===== config.mk =====
export PLATFORM = sky130hd
export DESIGN_NAME = bt_uart_rx_fifo
export DESIGN_NICKNAME = d
export VERILOG_FILES = /design/src/rtl/bt_uart_rx_fifo.sv
export SDC_FILE = /design/constraint.sdc
export NUM_CORES = 1
export LEC_CHECK = 0
export CORE_MARGIN = 2
export CORE_UTILIZATION = 60
export CTS_CLUSTER_SIZE = 20
export DETAILED_ROUTE_END_ITERATION = 8
export HOLD_SLACK_MARGIN = 0.05
export PLACE_DENSITY_LB_ADDON = 0.25
export RECOVER_POWER = 25
export SLEW_MARGIN = 25
export SYNTH_ARGS = -nofsm -noshare
export SYNTH_HDL_FRONTEND = slang
export SYNTH_SLANG_ARGS = --single-unit

===== constraint.sdc =====
create_clock -name clk_clk -period 4 [get_ports clk_clk]
set_input_delay 1 -clock clk_clk [delete_from_list [all_inputs] [get_ports clk_clk]]
set_output_delay 1 -clock clk_clk [all_outputs]
set_load 0.02 [all_outputs]

===== src/rtl/bt_uart_rx_fifo.sv =====
// bt_uart_rx_fifo: 8N1 UART receiver (16x oversampling) feeding a first-word-fall-through byte FIFO.
// Ports: clk_clk/reset_reset_n (async active-low reset); uart_rxd serial input (idles high);
//        rx_data/rx_valid/rx_ready FIFO head handshake; frame_err 1-clk pulse on a low stop bit;
//        overrun sticky drop flag cleared by overrun_clr; fifo_count occupied entries.
module bt_uart_rx_fifo #(
    parameter int CLK_HZ     = 50000000,
    parameter int BAUD       = 9600,
    parameter int OVS_DIV    = CLK_HZ / (BAUD * 16),
    parameter int FIFO_DEPTH = 8
) (
    input  logic                          clk_clk,
    input  logic                          reset_reset_n,
    input  logic                          uart_rxd,
    output logic [7:0]                    rx_data,
    output logic                          rx_valid,
    input  logic                          rx_ready,
    output logic                          frame_err,
    output logic                          overrun,
    input  logic                          overrun_clr,
    output logic [$clog2(FIFO_DEPTH):0]   fifo_count
);
    localparam int AW = $clog2(FIFO_DEPTH);
    localparam int DW = $clog2(OVS_DIV + 1);
    typedef enum logic [2:0] {IDLE, START, DATA, STOP, BRK} state_t;
    state_t        state_q, state_d;
    logic          rx_meta_q, rxs_q;
    logic [DW-1:0] div_q, div_d;
    logic [3:0]    smp_q, smp_d;
    logic [2:0]    bit_q, bit_d;
    logic [7:0]    shift_q, shift_d;
    logic          frame_err_q, frame_err_d;
    logic          overrun_q, overrun_d;
    logic [AW:0]   wr_q, wr_d, rd_q, rd_d;
    logic [7:0]    mem_q [FIFO_DEPTH];
    logic          tick, mid, push_req, push, pop, full;
    assign fifo_count = wr_q - rd_q;
    assign rx_valid   = fifo_count != '0;
    assign full       = fifo_count == (AW+1)'(FIFO_DEPTH);
    assign rx_data    = rx_valid ? mem_q[rd_q[AW-1:0]] : '0;
    assign frame_err  = frame_err_q;
    assign overrun    = overrun_q;
    always_comb begin
        tick        = div_q == DW'(OVS_DIV - 1);
        mid         = tick && smp_q == 4'd7;
        div_d       = tick ? '0 : div_q + 1'b1;
        smp_d       = tick ? smp_q + 4'd1 : smp_q;
        state_d     = state_q;
        bit_d       = bit_q;
        shift_d     = shift_q;
        push_req    = 1'b0;
        frame_err_d = 1'b0;
        case (state_q)
            IDLE: if (!rxs_q) begin
                // Realign the tick grid to the start edge so mid-bit lands mid-bit.
                state_d = START;
                div_d   = '0;
                smp_d   = '0;
                bit_d   = '0;
            end
            START: if (mid) state_d = rxs_q ? IDLE : DATA;
            DATA: if (mid) begin
                shift_d = {rxs_q, shift_q[7:1]};
                bit_d   = bit_q + 3'd1;
                state_d = bit_q == 3'd7 ? STOP : DATA;
            end
            STOP: if (mid) begin
                push_req    = rxs_q;
                frame_err_d = !rxs_q;
                state_d     = rxs_q ? IDLE : BRK;
            end
            BRK: if (rxs_q) state_d = IDLE;
            default: state_d = IDLE;
        endcase
        pop  = rx_valid && rx_ready;
        // A full FIFO still accepts a byte when the head leaves in the same cycle.
        push = push_req && (!full || pop);
        wr_d = wr_q + (AW+1)'(push);
        rd_d = rd_q + (AW+1)'(pop);
        overrun_d = (push_req && !push) ? 1'b1 : overrun_clr ? 1'b0 : overrun_q;
    end
    always_ff @(posedge clk_clk or negedge reset_reset_n) begin
        if (!reset_reset_n) begin
            rx_meta_q   <= 1'b1;
            rxs_q       <= 1'b1;
            state_q     <= IDLE;
            div_q       <= '0;
            smp_q       <= '0;
            bit_q       <= '0;
            shift_q     <= '0;
            frame_err_q <= 1'b0;
            overrun_q   <= 1'b0;
            wr_q        <= '0;
            rd_q        <= '0;
        end else begin
            rx_meta_q   <= uart_rxd;
            rxs_q       <= rx_meta_q;
            state_q     <= state_d;
            div_q       <= div_d;
            smp_q       <= smp_d;
            bit_q       <= bit_d;
            shift_q     <= shift_d;
            frame_err_q <= frame_err_d;
            overrun_q   <= overrun_d;
            wr_q        <= wr_d;
            rd_q        <= rd_d;
        end
    end
    always_ff @(posedge clk_clk) begin
        if (push) mem_q[wr_q[AW-1:0]] <= shift_q;
    end
endmodule


* After elaboration in Yosys (flattened, before gate mapping)
Memories as Yosys holds them, arrays and structs flattened.
Cells that the tools add are included.
** Storage, ports and cells
- Output and inout port bits :: 15
- Bits in writable memories :: 64
- Memories :: 1
- Bits of input ports :: 5
- Register bits :: 39
** Operators by class
- Add/subtract/negate cells :: 6
- Reductions and logical operators :: 15
- Equality and inequality tests :: 13
- Multiplexer cells :: 27
** Memories
- mem_q :: words 8, width 8, read ports 1, clocked after memory_dff 0, wr ports 1, line 34 : logic [7:0] mem_q [FIFO_DEPTH];
** Operators with widths (count)
- 9-bit 2-to-1 mux :: 3
- 3-bit 2-to-1 mux :: 8
- 3-bit one-hot mux with 5 select lines :: 1
- 4-bit 2-to-1 mux :: 3
- 2-bit inequality test, second input constant :: 5
- 9-bit by 1-bit adder with 9-bit output, second input constant :: 1
- 9-bit == test, second input constant :: 1
- 1-bit 2-to-1 mux :: 9
- 4-bit by 1-bit adder with 4-bit output :: 2
- 8-bit 2-to-1 mux :: 1
- 3-bit by 2-bit == test with 1-bit output, second input constant :: 2
- 3-bit == test, second input constant :: 2
- 3-bit one-hot mux with 2 select lines :: 1
- 5-bit AND reduction :: 1
- 4-bit by 1-bit adder with 4-bit output, second input constant :: 1
- 4-bit by 3-bit == test with 1-bit output, second input constant :: 1
- 4-bit == test, second input constant :: 1
- 1-bit logical AND :: 4
- 2-bit nonzero test :: 2
- 4-bit nonzero test :: 1
- 4-bit subtractor :: 1
- 3-bit by 1-bit adder with 3-bit output, second input constant :: 1
- 3-bit by 1-bit == test with 1-bit output, second input constant :: 1
- 1-bit logical NOT :: 3
- 5 further kinds :: 5

* Logic depth before layout (Yosys ltp)
- Word-level depth :: 8
- Gate-level depth with buffers :: 12

* Worst setup path after synthesis
OpenSTA, ideal clock, no wires.
- Kind :: register to register
- From :: register rd_q[1]
- To :: memory mem_q[3][0], enable pin
- Slack :: 451 ps
- Cell stages (with the launch flop) :: 10
- Required time :: 3605 ps
- Arrival :: 3154 ps
- Setup time :: 395 ps
- Path buffers :: 3
- Clock period less this slack :: 3549 ps
- Path through :: dfrtp_1 > buf_2 > buf_1 > inv_1 > fa_1 > xor2_2 > or4_1 > and3b_1 > buf_6 > nor4_1
** On the way
- Word-level cells in the longest chain between the ends :: 7
- Elaborated cells on any way between the ends :: 9
** RTL lines
- start, declared :: line 33 : logic [AW:0] wr_q, wr_d, rd_q, rd_d;
- start signal, assigned :: line 105 : rd_q <= rd_d;
- 4-bit subtractor * :: line 36 : assign fifo_count = wr_q - rd_q;
- via fifo_count[2] :: line 20 : output logic [$clog2(FIFO_DEPTH):0] fifo_count
- 4-bit == test / 4-bit nonzero test (equally long branches) :: line 38, 37
- 1-bit logical NOT / 1-bit logical AND (equally long branches) :: line 76, 74
- 1-bit logical OR * :: line 76 : push = push_req && (!full || pop);
- 1-bit logical AND * :: line 76
- 1-bit 2-to-1 mux * :: line 109 : if (push) mem_q[wr_q[AW-1:0]] <= shift_q;
- 1-bit 2-to-1 mux (implied by the code) * :: line 109
- end, declared :: line 34
The timed path passes the listed nets; every way through them passes the cells marked *.

* Worst setup path in the final report
- From :: register wr_q[0]
- To :: output port rx_data[0]
** On the way
- Word-level cells in the longest chain between the ends :: 3
** RTL lines
- start, declared :: line 33
- start signal, assigned :: line 104 : wr_q <= wr_d;
- 4-bit subtractor :: line 36
- 4-bit nonzero test :: line 37 : assign rx_valid = fifo_count != '0;
- 8-bit 2-to-1 mux :: line 39 : assign rx_data = rx_valid ? mem_q[rd_q[AW-1:0]] : '0;
- end, declared :: line 14 : output logic [7:0] rx_data,
No other way between the ends.

==> results.json <==
{
  "cts_inserted_buffers": 9,
  "maxCapViolations": 0,
  "crit_fanout": 10,
  "global_route.usage.total": 0.2120,
  "layout-drive-gt1-share": 0.1909,
  "cp_data_required_time_ps": 3000,
  "fmaxAchievable_ghz": 0.2603,
  "synth_area_per_cell_um2": 15.11,
  "detail_route.iter0.violations": 104,
  "cp_common_cell": "sky130_fd_sc_hd__inv_1",
  "arrival_ps": 2840,
  "number_of_enable_type_register_cells_in_the_synthesized_netlist": 64,
  "clk_pin_slew_worst_paths_ps": 90,
  "coreArea_um2": 7176,
  "vias_per_cell": 5.697,
  "core_utilization_of_the_finished_layout": 0.6872,
  "min_path_type": "reg -> reg",
  "postSynth.asyncResetShare": 0.3786,
  "setup_viol_count_final": 0,
  "worst_path_max_delay_cell": "sky130_fd_sc_hd__clkdlybuf4s50_1",
  "detail_route.wirelength_mm": 7.774,
  "clock_tree.buffer_depth": 2,
  "cpPeakStageDelay_ps": 620,
  "element_type_at_the_critical_path_start": "flip-flop",
  "synth_largest_area_cell": "sky130_fd_sc_hd__edfxtp_1",
  "max-slew-margin-rel": 0.4313,
  "syn-num-nets": 308,
  "synth_largest_type_area_fraction": 0.4385,
  "worst_setup_path_end_kind": "primary output",
  "synthCells": 290,
  "dp_hpwl_mm": 5.176,
  "synth_warnings": 0,
  "final_common_cell": "sky130_fd_sc_hd__edfxtp_1",
  "p_per_area_nw_per_um2": 528.0,
  "clock_sink_count": 103,
  "initial_antenna_violation_count": 0,
  "timing.final.max_slew_violations": 0,
  "htreeDepth": 3,
  "fin_worst_skew_ps": 8.439,
  "synthesis.area_um2": 4383,
  "tightestPinTransition_ps": 853.1,
  "route.detailed.wl_per_inst_um": 18.12,
  "commonest_non_fill_non_tap_cells_in_the_layout": "64 x sky130_fd_sc_hd__edfxtp_1, 36 x sky130_fd_sc_hd__dfrtp_1, 30 x sky130_fd_sc_hd__nand2_1",
  "power_w": 0.002603,
  "tritoncts": "yes",
  "final.period_utilization": 0.9604,
  "io_buffers": 19,
  "clock_latency_ps": 360,
  "detail-route-antenna-nets": 0,
  "crit_family": "buffers and inverters",
  "gp_congestion": 0.8207,
  "status": "complete, no violations",
  "floorplan.rows": 31,
  "placed_cells": 413,
  "die-height_um": 89.47,
  "cts_root_buf": "sky130_fd_sc_hd__clkbuf_8",
  "postSynth.topFlopCell": "sky130_fd_sc_hd__edfxtp_1",
  "design.final.nets": 343,
  "finalHoldViolations": 0,
  "routed_via_count": 2444,
  "insertedDiodeCount": 0,
  "ff2ff_setup_slack_ps": 760,
  "power.static_leakage_nw": 1.807,
  "drt_pre_antenna_iters": 6,
  "final_cell_count_no_fill": 429,
  "grt_first_pass_wirelength_mm": 12.06,
  "horiz_die_dim_um": 89.47,
  "worst-setup-path-type": "reg -> out",
  "setup_tns_ps": 0,
  "drc": 0,
  "area_contributors_post_synth": "sky130_fd_sc_hd__edfxtp_1 44%, sky130_fd_sc_hd__dfrtp_1 21%, sky130_fd_sc_hd__mux4_2 8.2%, sky130_fd_sc_hd__ha_1 3.4%, sky130_fd_sc_hd__nand2_1 2.6%",
  "crit_path_cell_trace": "inv_1 -> ha_1 -> inv_1 -> fa_1 -> xor2_2 -> a2111oi_4 -> buf_4 -> a21oi_1 -> clkdlybuf4s50_1",
  "yosys_register_bits": 103,
  "path_buf_inv": 4,
  "die-area_um2": 8005,
  "peakVddDrop_uv": 193.5,
  "synth.distinct_cells": 44,
  "syn_to_final_growth_pct": 12.50,
  "min_period_ps": 3841,
  "io_pins": 20,
  "floorplan.initialDensity": 0.6108,
  "synth_seq_area_share": 0.6617,
  "largest_net_degree_at_the_start_of_global_routing": 40,
  "grt_overflow": 0,
  "first_global_vias": 2389
}
-- worst reg2reg max path, stage by stage (launching register included) --
cell	delay [ps]
sky130_fd_sc_hd__dfrtp_2	460
sky130_fd_sc_hd__inv_1	130
sky130_fd_sc_hd__ha_1	190
sky130_fd_sc_hd__inv_1	60
sky130_fd_sc_hd__fa_1	410
sky130_fd_sc_hd__xor2_2	230
sky130_fd_sc_hd__or4_1	190
sky130_fd_sc_hd__and3b_1	300
sky130_fd_sc_hd__nor4_1	680
sky130_fd_sc_hd__buf_4	300
-- path summary, 6_finish.rpt --
check	from	cells past startpoint	end
setup / recovery	wr_q[0]$_DFF_PN0_	9	rx_data[0]
hold / removal	rx_meta_q$_DFF_PN1_	0	rxs_q$_DFF_PN1_
setup reg to reg	wr_q[0]$_DFF_PN0_	9	mem_q[2][2]$_DFFE_PP_
hold reg to reg	rx_meta_q$_DFF_PN1_	0	rxs_q$_DFF_PN1_
max in group asynchronous	reset_reset_n	1	wr_q[0]$_DFF_PN0_
min in group asynchronous	reset_reset_n	1	frame_err$_DFF_PN0_
-- flip-flops by register name (all words and copies together) (netlist names) --
signal     cells
wr_q           4
rx_meta_q      1
div_q          9
shift_q        8
bit_q          3
mem_q         64
rxs_q          1
smp_q          4
rd_q           4
frame_err      1
state_q        3
overrun        1
-- layout make-up --
| class | instances | area [um^2] |
|---|---|---|
| Tap cell | 99 | 123.9 |
| Inverter | 12 | 45.04 |
| Clock buffer | 9 | 123.9 |
| Clock inverter | 7 | 55.05 |
| Fill cell | 496 | 2245 |
| Multi-Input combinational cell | 167 | 1391 |
| Sequential cell | 103 | 2902 |
| Timing Repair Buffer | 32 | 290.3 |
-- Yosys cell counts, types with 2 or more instances --
cell type	count
sky130_fd_sc_hd__o21ai_0	3
sky130_fd_sc_hd__a21oi_1	12
sky130_fd_sc_hd__mux2_1	2
sky130_fd_sc_hd__xor2_1	7
sky130_fd_sc_hd__nor2b_1	3
sky130_fd_sc_hd__ha_1	12
sky130_fd_sc_hd__nand3_1	15
sky130_fd_sc_hd__dfrtp_1	37
sky130_fd_sc_hd__nor2_1	19
sky130_fd_sc_hd__and2_1	2
sky130_fd_sc_hd__inv_1	10
sky130_fd_sc_hd__nand2_1	30
sky130_fd_sc_hd__dfstp_2	2
sky130_fd_sc_hd__nor4_1	8
sky130_fd_sc_hd__nand2b_1	2
sky130_fd_sc_hd__edfxtp_1	64
sky130_fd_sc_hd__mux4_2	16
sky130_fd_sc_hd__nor3_1	4
sky130_fd_sc_hd__and4bb_2	2
sky130_fd_sc_hd__mux2_2	6
sky130_fd_sc_hd__xnor2_1	8
sky130_fd_sc_hd__buf_2	4
-- per-stage QoR --
step / hold slack [ps] / cell area, um^2 / setup slack, ps
after floorplan: 345.2 / 4383 / 451.0
after global routing: 374.1 / 4931 / -2.601
after CTS: 364.3 / 4922 / 77.93
after global placement: 345.7 / 4743 / 601.2
final: 362.9 / 4931 / 158.6
after detailed placement: 350.3 / 4743 / 477.3
-- power by group --
group	internal [W]	leakage, nW	total, W	switching [W]
clock	0.000233	0.0883	0.000589	0.000355
sequential	0.00114	0.987	0.00116	0.0000156
combinational	0.000384	0.731	0.000856	0.000472
-- cell families (layout without fill, tap and decap cells) --
| group | Yosys count | count (layout) | synth area share |
|---|---|---|---|
| multiplexers | 24 | 24 | 0.1028 |
| flip-flops | 103 | 103 | 0.6617 |
| AO/OA/AOI/OAI | 19 | 19 | 0.02940 |
| buffers and inverters | 20 | 60 | 0.02084 |
| adder cells (fa/ha/maj) | 13 | 13 | 0.03882 |
| AND/OR/NAND/NOR | 95 | 95 | 0.1128 |
| XOR/XNOR | 16 | 16 | 0.03369 |
-- what timing repair did --
action / CTS / global route
gates resized for setup: 0 / 4
hold buffers: 0 / 0
setup buffers: 0 / 0
setup endpoints to repair: 0 / 8
-- per-layer routing --
metal / GRT usage / vias up / part of all wire / wire (um)
met2: 0.3650 / 51 / 0.54 / 4180
met4: 0.07598 / 0 / 0.020 / 152
li1: - / 1138 / - / -
met3: 0.04709 / 12 / 0.038 / 296
met1: 0.2657 / 1243 / 0.40 / 3144
met5: 0 / - / 0 / 0
No activity file was read; power rests on OpenSTA's default activity.
